<file path="config.mk">
export PLATFORM = sky130hd
export DESIGN_NAME = matrix_operand_loader_flat
export DESIGN_NICKNAME = d
export VERILOG_FILES = /design/src/rtl/matmul_pkg.sv /design/src/rtl/matrix_operand_loader_if.sv /design/src/rtl/matrix_stage_reg.sv /design/src/rtl/matrix_operand_loader.sv /design/src/flat_wrapper.sv
export SDC_FILE = /design/constraint.sdc
export NUM_CORES = 1
export LEC_CHECK = 0
export ABC_AREA = 1
export ABC_CLOCK_PERIOD_IN_PS = 3900
export BUFFER_PORTS_ARGS = -buffer_cell sky130_fd_sc_hd__buf_2
export CORE_ASPECT_RATIO = 0.9
export CORE_MARGIN = 2
export CORE_UTILIZATION = 50
export CTS_BUF_LIST = sky130_fd_sc_hd__clkbuf_2
export CTS_CLUSTER_DIAMETER = 30
export CTS_CLUSTER_SIZE = 28
export DETAILED_ROUTE_END_ITERATION = 8
export HOLD_SLACK_MARGIN = 0.08
export PLACE_DENSITY = 0.72
export SKIP_LAST_GASP = 1
export SLEW_MARGIN = 20
export SYNTH_ARGS = -nofsm -noshare
export SYNTH_HDL_FRONTEND = slang
export SYNTH_SLANG_ARGS = --single-unit
</file>
<file path="constraint.sdc">
create_clock -name clk -period 3.9 [get_ports clk]
set_clock_uncertainty 0.2 [all_clocks]
set_input_delay 0.195 -clock clk [delete_from_list [all_inputs] [get_ports clk]]
set_output_delay 0.195 -clock clk [all_outputs]
set_load 0.02 [all_outputs]
</file>
<file path="src/rtl/matmul_pkg.sv">
// Shared definitions for the 2x2 matrix multiplier front end:
// element/operand widths and the operand loader state encoding.
package matmul_pkg;

  localparam int ELEM_W  = 8;
  localparam int MAT_DIM = 2;
  localparam int MAT_W   = MAT_DIM * MAT_DIM * ELEM_W;

  typedef enum logic [1:0] {
    LOAD  = 2'd0,
    DRAIN = 2'd1,
    HOLD  = 2'd2
  } state_t;

endpackage

</file>
<file path="src/rtl/matrix_operand_loader_if.sv">
// Element stream in, packed operand pair out, plus the loader's framing
// error pulse and a state view for checkers.
interface matrix_operand_loader_if #(
  parameter int ELEM_W = 8
);
  import matmul_pkg::*;

  // Both channels are strict valid/ready: a transfer happens on a rising edge
  // where valid && ready; valid never waits for ready, ready never looks at valid.
  logic [ELEM_W-1:0]   in_data;
  logic                in_valid;
  logic                in_last;
  logic                in_ready;
  logic [4*ELEM_W-1:0] mat_a;
  logic [4*ELEM_W-1:0] mat_b;
  logic                out_valid;
  logic                out_ready;
  logic                frame_err;
  state_t              dbg_state;

  modport slave (
    input  in_data, in_valid, in_last, out_ready,
    output in_ready, mat_a, mat_b, out_valid, frame_err, dbg_state
  );

  modport master (
    output in_data, in_valid, in_last, out_ready,
    input  in_ready, mat_a, mat_b, out_valid, frame_err, dbg_state
  );

endinterface

</file>
<file path="src/rtl/matrix_stage_reg.sv">
// Operand word register with load enable; holds its value until the next load.
module matrix_stage_reg #(
  parameter int W = matmul_pkg::MAT_W
) (
  input  logic         clk,
  input  logic         rst_n,
  input  logic         load,
  input  logic [W-1:0] d,
  output logic [W-1:0] q
);

  always_ff @(posedge clk or negedge rst_n) begin
    if (!rst_n) begin
      q <= '0;
    end else if (load) begin
      q <= d;
    end
  end

endmodule

</file>
<file path="src/rtl/matrix_operand_loader.sv">
// Collects an 8-element frame (A row-major, then B row-major), checks its
// framing against in_last and presents the packed operands until accepted.
module matrix_operand_loader #(
  parameter int ELEM_W = matmul_pkg::ELEM_W
) (
  input logic                     clk,
  input logic                     rst_n,
  input logic                     clear,
  matrix_operand_loader_if.slave  bus
);
  import matmul_pkg::*;

  localparam int OP_W     = MAT_DIM * MAT_DIM * ELEM_W;
  localparam int NUM_ELEM = 2 * MAT_DIM * MAT_DIM;

  state_t            state_q, state_d;
  logic [2:0]        idx_q;
  logic [ELEM_W-1:0] staging_q [NUM_ELEM];
  logic              out_valid_q;
  logic              frame_err_q;

  logic              in_ready_c;
  logic              beat;
  logic              last_slot;
  logic              good_end;
  logic              bad_end;
  logic [OP_W-1:0]   next_a;
  logic [OP_W-1:0]   next_b;

  // State register
  always_ff @(posedge clk or negedge rst_n) begin
    if (!rst_n) begin
      state_q <= LOAD;
    end else begin
      state_q <= state_d;
    end
  end

  // Next-state logic
  always_comb begin
    state_d = state_q;
    if (clear) begin
      state_d = LOAD;
    end else begin
      case (state_q)
        LOAD: begin
          if (beat && last_slot) state_d = bus.in_last ? HOLD : DRAIN;
        end
        DRAIN: begin
          if (beat && bus.in_last) state_d = LOAD;
        end
        HOLD: begin
          if (out_valid_q && bus.out_ready) state_d = LOAD;
        end
        default: state_d = LOAD;
      endcase
    end
  end

  // Output decode: ready comes from the registered state alone
  always_comb begin
    in_ready_c = (state_q != HOLD);
    beat       = bus.in_valid && in_ready_c;
    last_slot  = (idx_q == 3'd7);
    good_end   = !clear && (state_q == LOAD) && beat && bus.in_last && last_slot;
    bad_end    = !clear && (state_q == LOAD) && beat && (bus.in_last != last_slot);
  end

  always_ff @(posedge clk or negedge rst_n) begin
    if (!rst_n) begin
      idx_q       <= '0;
      out_valid_q <= 1'b0;
      frame_err_q <= 1'b0;
      for (int i = 0; i < NUM_ELEM; i++) staging_q[i] <= '0;
    end else begin
      frame_err_q <= bad_end;
      if (clear) begin
        idx_q       <= '0;
        out_valid_q <= 1'b0;
      end else begin
        if (state_q == LOAD && beat) begin
          staging_q[idx_q] <= bus.in_data;
          idx_q <= (bus.in_last || last_slot) ? 3'd0 : idx_q + 3'd1;
        end
        if (good_end) begin
          out_valid_q <= 1'b1;
        end else if (state_q == HOLD && bus.out_ready) begin
          out_valid_q <= 1'b0;
        end
      end
    end
  end

  // The 8th element goes straight from the bus into the B word
  assign next_a = {staging_q[0], staging_q[1], staging_q[2], staging_q[3]};
  assign next_b = {staging_q[4], staging_q[5], staging_q[6], bus.in_data};

  matrix_stage_reg #(.W(OP_W)) u_reg_a (
    .clk   (clk),
    .rst_n (rst_n),
    .load  (good_end),
    .d     (next_a),
    .q     (bus.mat_a)
  );

  matrix_stage_reg #(.W(OP_W)) u_reg_b (
    .clk   (clk),
    .rst_n (rst_n),
    .load  (good_end),
    .d     (next_b),
    .q     (bus.mat_b)
  );

  assign bus.in_ready  = in_ready_c;
  assign bus.out_valid = out_valid_q;
  assign bus.frame_err = frame_err_q;
  assign bus.dbg_state = state_q;

endmodule

</file>
<file path="src/flat_wrapper.sv">
// flat-port wrapper written by rule: the top's interface ports become plain ports
module matrix_operand_loader_flat import matmul_pkg::*;
#(
  parameter int ELEM_W = matmul_pkg::ELEM_W
)
  (clk, rst_n, clear, bus_in_data, bus_in_valid, bus_in_last, bus_out_ready, bus_in_ready, bus_mat_a, bus_mat_b, bus_out_valid, bus_frame_err, bus_dbg_state);
  matrix_operand_loader_if #(.ELEM_W(ELEM_W)) bus_i ();
  input logic clk;
  input logic rst_n;
  input logic clear;
  input wire logic [$bits(bus_i.in_data)-1:0] bus_in_data;
  input wire logic [$bits(bus_i.in_valid)-1:0] bus_in_valid;
  input wire logic [$bits(bus_i.in_last)-1:0] bus_in_last;
  input wire logic [$bits(bus_i.out_ready)-1:0] bus_out_ready;
  output wire logic [$bits(bus_i.in_ready)-1:0] bus_in_ready;
  output wire logic [$bits(bus_i.mat_a)-1:0] bus_mat_a;
  output wire logic [$bits(bus_i.mat_b)-1:0] bus_mat_b;
  output wire logic [$bits(bus_i.out_valid)-1:0] bus_out_valid;
  output wire logic [$bits(bus_i.frame_err)-1:0] bus_frame_err;
  output wire logic [$bits(bus_i.dbg_state)-1:0] bus_dbg_state;
  assign bus_i.in_data = bus_in_data;
  assign bus_i.in_valid = bus_in_valid;
  assign bus_i.in_last = bus_in_last;
  assign bus_i.out_ready = bus_out_ready;
  assign bus_in_ready = bus_i.in_ready;
  assign bus_mat_a = bus_i.mat_a;
  assign bus_mat_b = bus_i.mat_b;
  assign bus_out_valid = bus_i.out_valid;
  assign bus_frame_err = bus_i.frame_err;
  assign bus_dbg_state = bus_i.dbg_state;
  matrix_operand_loader #(.ELEM_W(ELEM_W)) u_core (.clk(clk), .rst_n(rst_n), .clear(clear), .bus(bus_i));
endmodule
</file>
==> metrics.md <==
| Metric | Value |
|---|---|
| Initial Util | `50.9%` |
| GRT overflow | `0` |
| Full die area | `11100 µm²` |
| Rows | `35` |
| Postcts setup bufs | `0` |
| Detailed Route WL | `11200 µm` |
| Synth cell types | `18` |
| Layout fillers | `900` |
| Final ANT Viol Nets | `0` |
| Worst Hold Class | `in2reg` |
| Synthesized flop and latch total | `127` |
| Cell Area, Synth | `5140 µm²` |
| Initial antenna violation count | `0` |
| Max IR drop VDD | `235 µV` |
| CTS resizes | `0` |
| CP top delay family | `buffers and inverters` |
| Drc violations | `0` |
| Synth Warn # | `0` |
| RSZ-0062 raised after global routing | `false` |
| Tot Pwr | `2.51 mW` |
| CP required | `4.29 ns` |
| Leakage | `3.54 nW` |
| DP Worst Slack | `1.56 ns` |
| Final setup TNS | `0 ns` |
| Max_cap viols | `0` |
| Critical path endpoint category | `flop` |
| Vias | `4105` |
| Hold Vio Cnt, Final | `0` |
| Drt first pass iters | `5` |
| R2r setup slk | `1.10 ns` |
| Count of final setup violators | `0` |
| Global-route usage over all layers | `21.9%` |
| Clock tree from TritonCTS | `built` |
| Slowest-stage cell, CP | `dlygate4sd3_1` |
| Finished Core Util | `59.8%` |
| Die W | `111 µm` |
| Cells after DPL | `763` |
| Worst Path Arrival | `3.18 ns` |
| Slew HR | `42.9%` |
| Post-synth net total | `593` |
| CTS Root Cell | `clkbuf_2` |
| Power per cell area | `415 nW/µm²` |
| CTS buffer count | `17` |
| Synthesized area per cell | `8.93 µm²` |
| DP Wirelength | `7110 µm` |
| I/O pins | `83` |
| Clk sinks | `127` |
| Outcome | `completed` |
| Final std cells w/o fill | `814` |
| Peak Freq | `357 MHz` |
| Vias in the first global route | `4109` |
| Port bufs | `82` |
| Setup WS post-layout | `1.10 ns` |
| Crit path cell chain | `nor2_4, nand3_2, nor2_4, nand2_1, dlygate4sd3_1, nand2_1, dlygate4sd3_1` |
| H-Tree Level Count | `4` |
| Final Cycle Share | `71.8%` |
| DRT iter0 DRCs | `341` |
| Largest net degree at the start of global routing | `91` |
| Critical Path Source Type | `flop` |
| Worst slew pin tran | `0.857 ns` |
| Min Tclk post-route | `2.80 ns` |
| WL/cell | `13.7 µm` |
| Die Y | `100 µm` |
| Cells after Synth | `576` |
| First-pass GRT wire length | `19400 µm` |
| Share of cells above drive strength 1 | `18.4%` |
| Worst skew pair latency | `0.64 ns` |
| Seq/Total Area, Yosys | `61.8%` |
| Crit path max fanout | `20` |
| Clock transition at path regs | `0.19 ns` |
| CP max stage delay | `0.56 ns` |
| Crit Path Class | `reg2reg` |
| Via/cell ratio | `5.04` |
| Final max-slew violation count | `0` |
| N_diodes | `0` |
| Max clock buf depth | `2` |
| Layout area overhead | `17.5%` |
| Commonest non-fill, non-tap cell in the layout | `nand2_1` |
| # hold bufs at CTS | `18` |
| RePlAce Congestion | `0.825` |
| Commonest non-fill, non-tap cells in the layout | `nand2_1 (320), dfrtp_1 (127), buf_2 (81)` |
| WP buf/inv | `2` |
| # nets final | `689` |
| Core Box Area | `10100 µm²` |
[Yosys cell counts (all sizes together)]
cell type,n,share of area (%)
dfrtp,127,62
nor2,13,2.2
nand3,13,1.4
o21ai,58,5.6
clkbuf,11,0.80
o22ai,2,0.24
nor3b,1,0.15
inv,10,0.73
nand2,320,23
buf,18,3.1
ha,3,0.73
[sequential cells by signal, summed over array words and instances, names as in the netlist]
signal	count
u_core.bus.dbg_state	2
u_core.bus.out_valid	1
u_core.u_reg_a.q	32
u_core.next_a	32
u_core.idx_q	3
u_core.bus.frame_err	1
u_core.u_reg_b.q	32
u_core.next_b	24
[kinds of logic after synthesis]
kind of cell | after synthesis | share of synthesized area [%]
DFF | 127 | 61.8
and+or+nand+nor | 347 | 27.0
AOI/OAI and AO/OA | 60 | 5.89
adders and majority gates | 3 | 0.730
buffers and inverters | 39 | 4.60
[area by class of cell]
type                            count  area [µm²]  share of cell area [%]
Sequential cell                   127        3180                    52.6
Multi-Input combinational cell    410        1740                    28.7
Timing Repair Buffer              106         644                    10.7
Clock inverter                     13         194                    3.21
Tap cell                          129         161                    2.67
Clock buffer                       19        95.1                    1.57
Inverter                           10        38.8                   0.641
[metal layers]
layer	track usage, %	vias up	wire [µm]
li1	-	1996	-
met1	28.4	1969	4860
met2	36.3	122	5400
met3	6.64	18	703
met4	6.15	0	190
met5	0	-	0
[tightest hold or removal path: stages]
cell	delay, ns
dlygate4sd3_1	0.54
buf_2	0.12
nand2_1	0.06
nand3_1	0.08
nand2_1	0.05
[worst paths after layout]
path                                                          start  cells past startpoint                                   to
max in group asynchronous                                     rst_n                      4      u_core.u_reg_b.q[0]$_DFFE_PN0P_
worst min register to register         u_core.next_a[0]$_DFFE_PN0P_                      2      u_core.u_reg_a.q[0]$_DFFE_PN0P_
worst max-delay path            u_core.bus.dbg_state[0]$_DFFE_PN0P_                      7        u_core.next_b[15]$_DFFE_PN0P_
worst max register to register  u_core.bus.dbg_state[0]$_DFFE_PN0P_                      7        u_core.next_b[15]$_DFFE_PN0P_
min in group asynchronous                                     rst_n                      3     u_core.u_reg_b.q[20]$_DFFE_PN0P_
worst min-delay path                                  bus_out_ready                      5  u_core.bus.dbg_state[1]$_DFFE_PN0P_
[power breakdown]
| group | internal [mW] | leakage [nW] | total (mW) | switching [mW] |
|---|---|---|---|---|
| Clock | 0.482 | 0.164 | 0.948 | 0.466 |
| Combinational | 0.0458 | 1.63 | 0.147 | 0.102 |
| Sequential | 1.38 | 1.74 | 1.41 | 0.0336 |
| Total | 1.91 | 3.54 | 2.51 | 0.601 |
[per-stage QoR]
step                area (µm²)  hold slack (ns)
floorplan                 5140           -0.301
global placement          5560            0.251
detailed placement        5560            0.255
CTS                       6030           0.0832
global route              6050            0.116
finish                    6050            0.232
No activity file was read; power rests on OpenSTA's default activity.
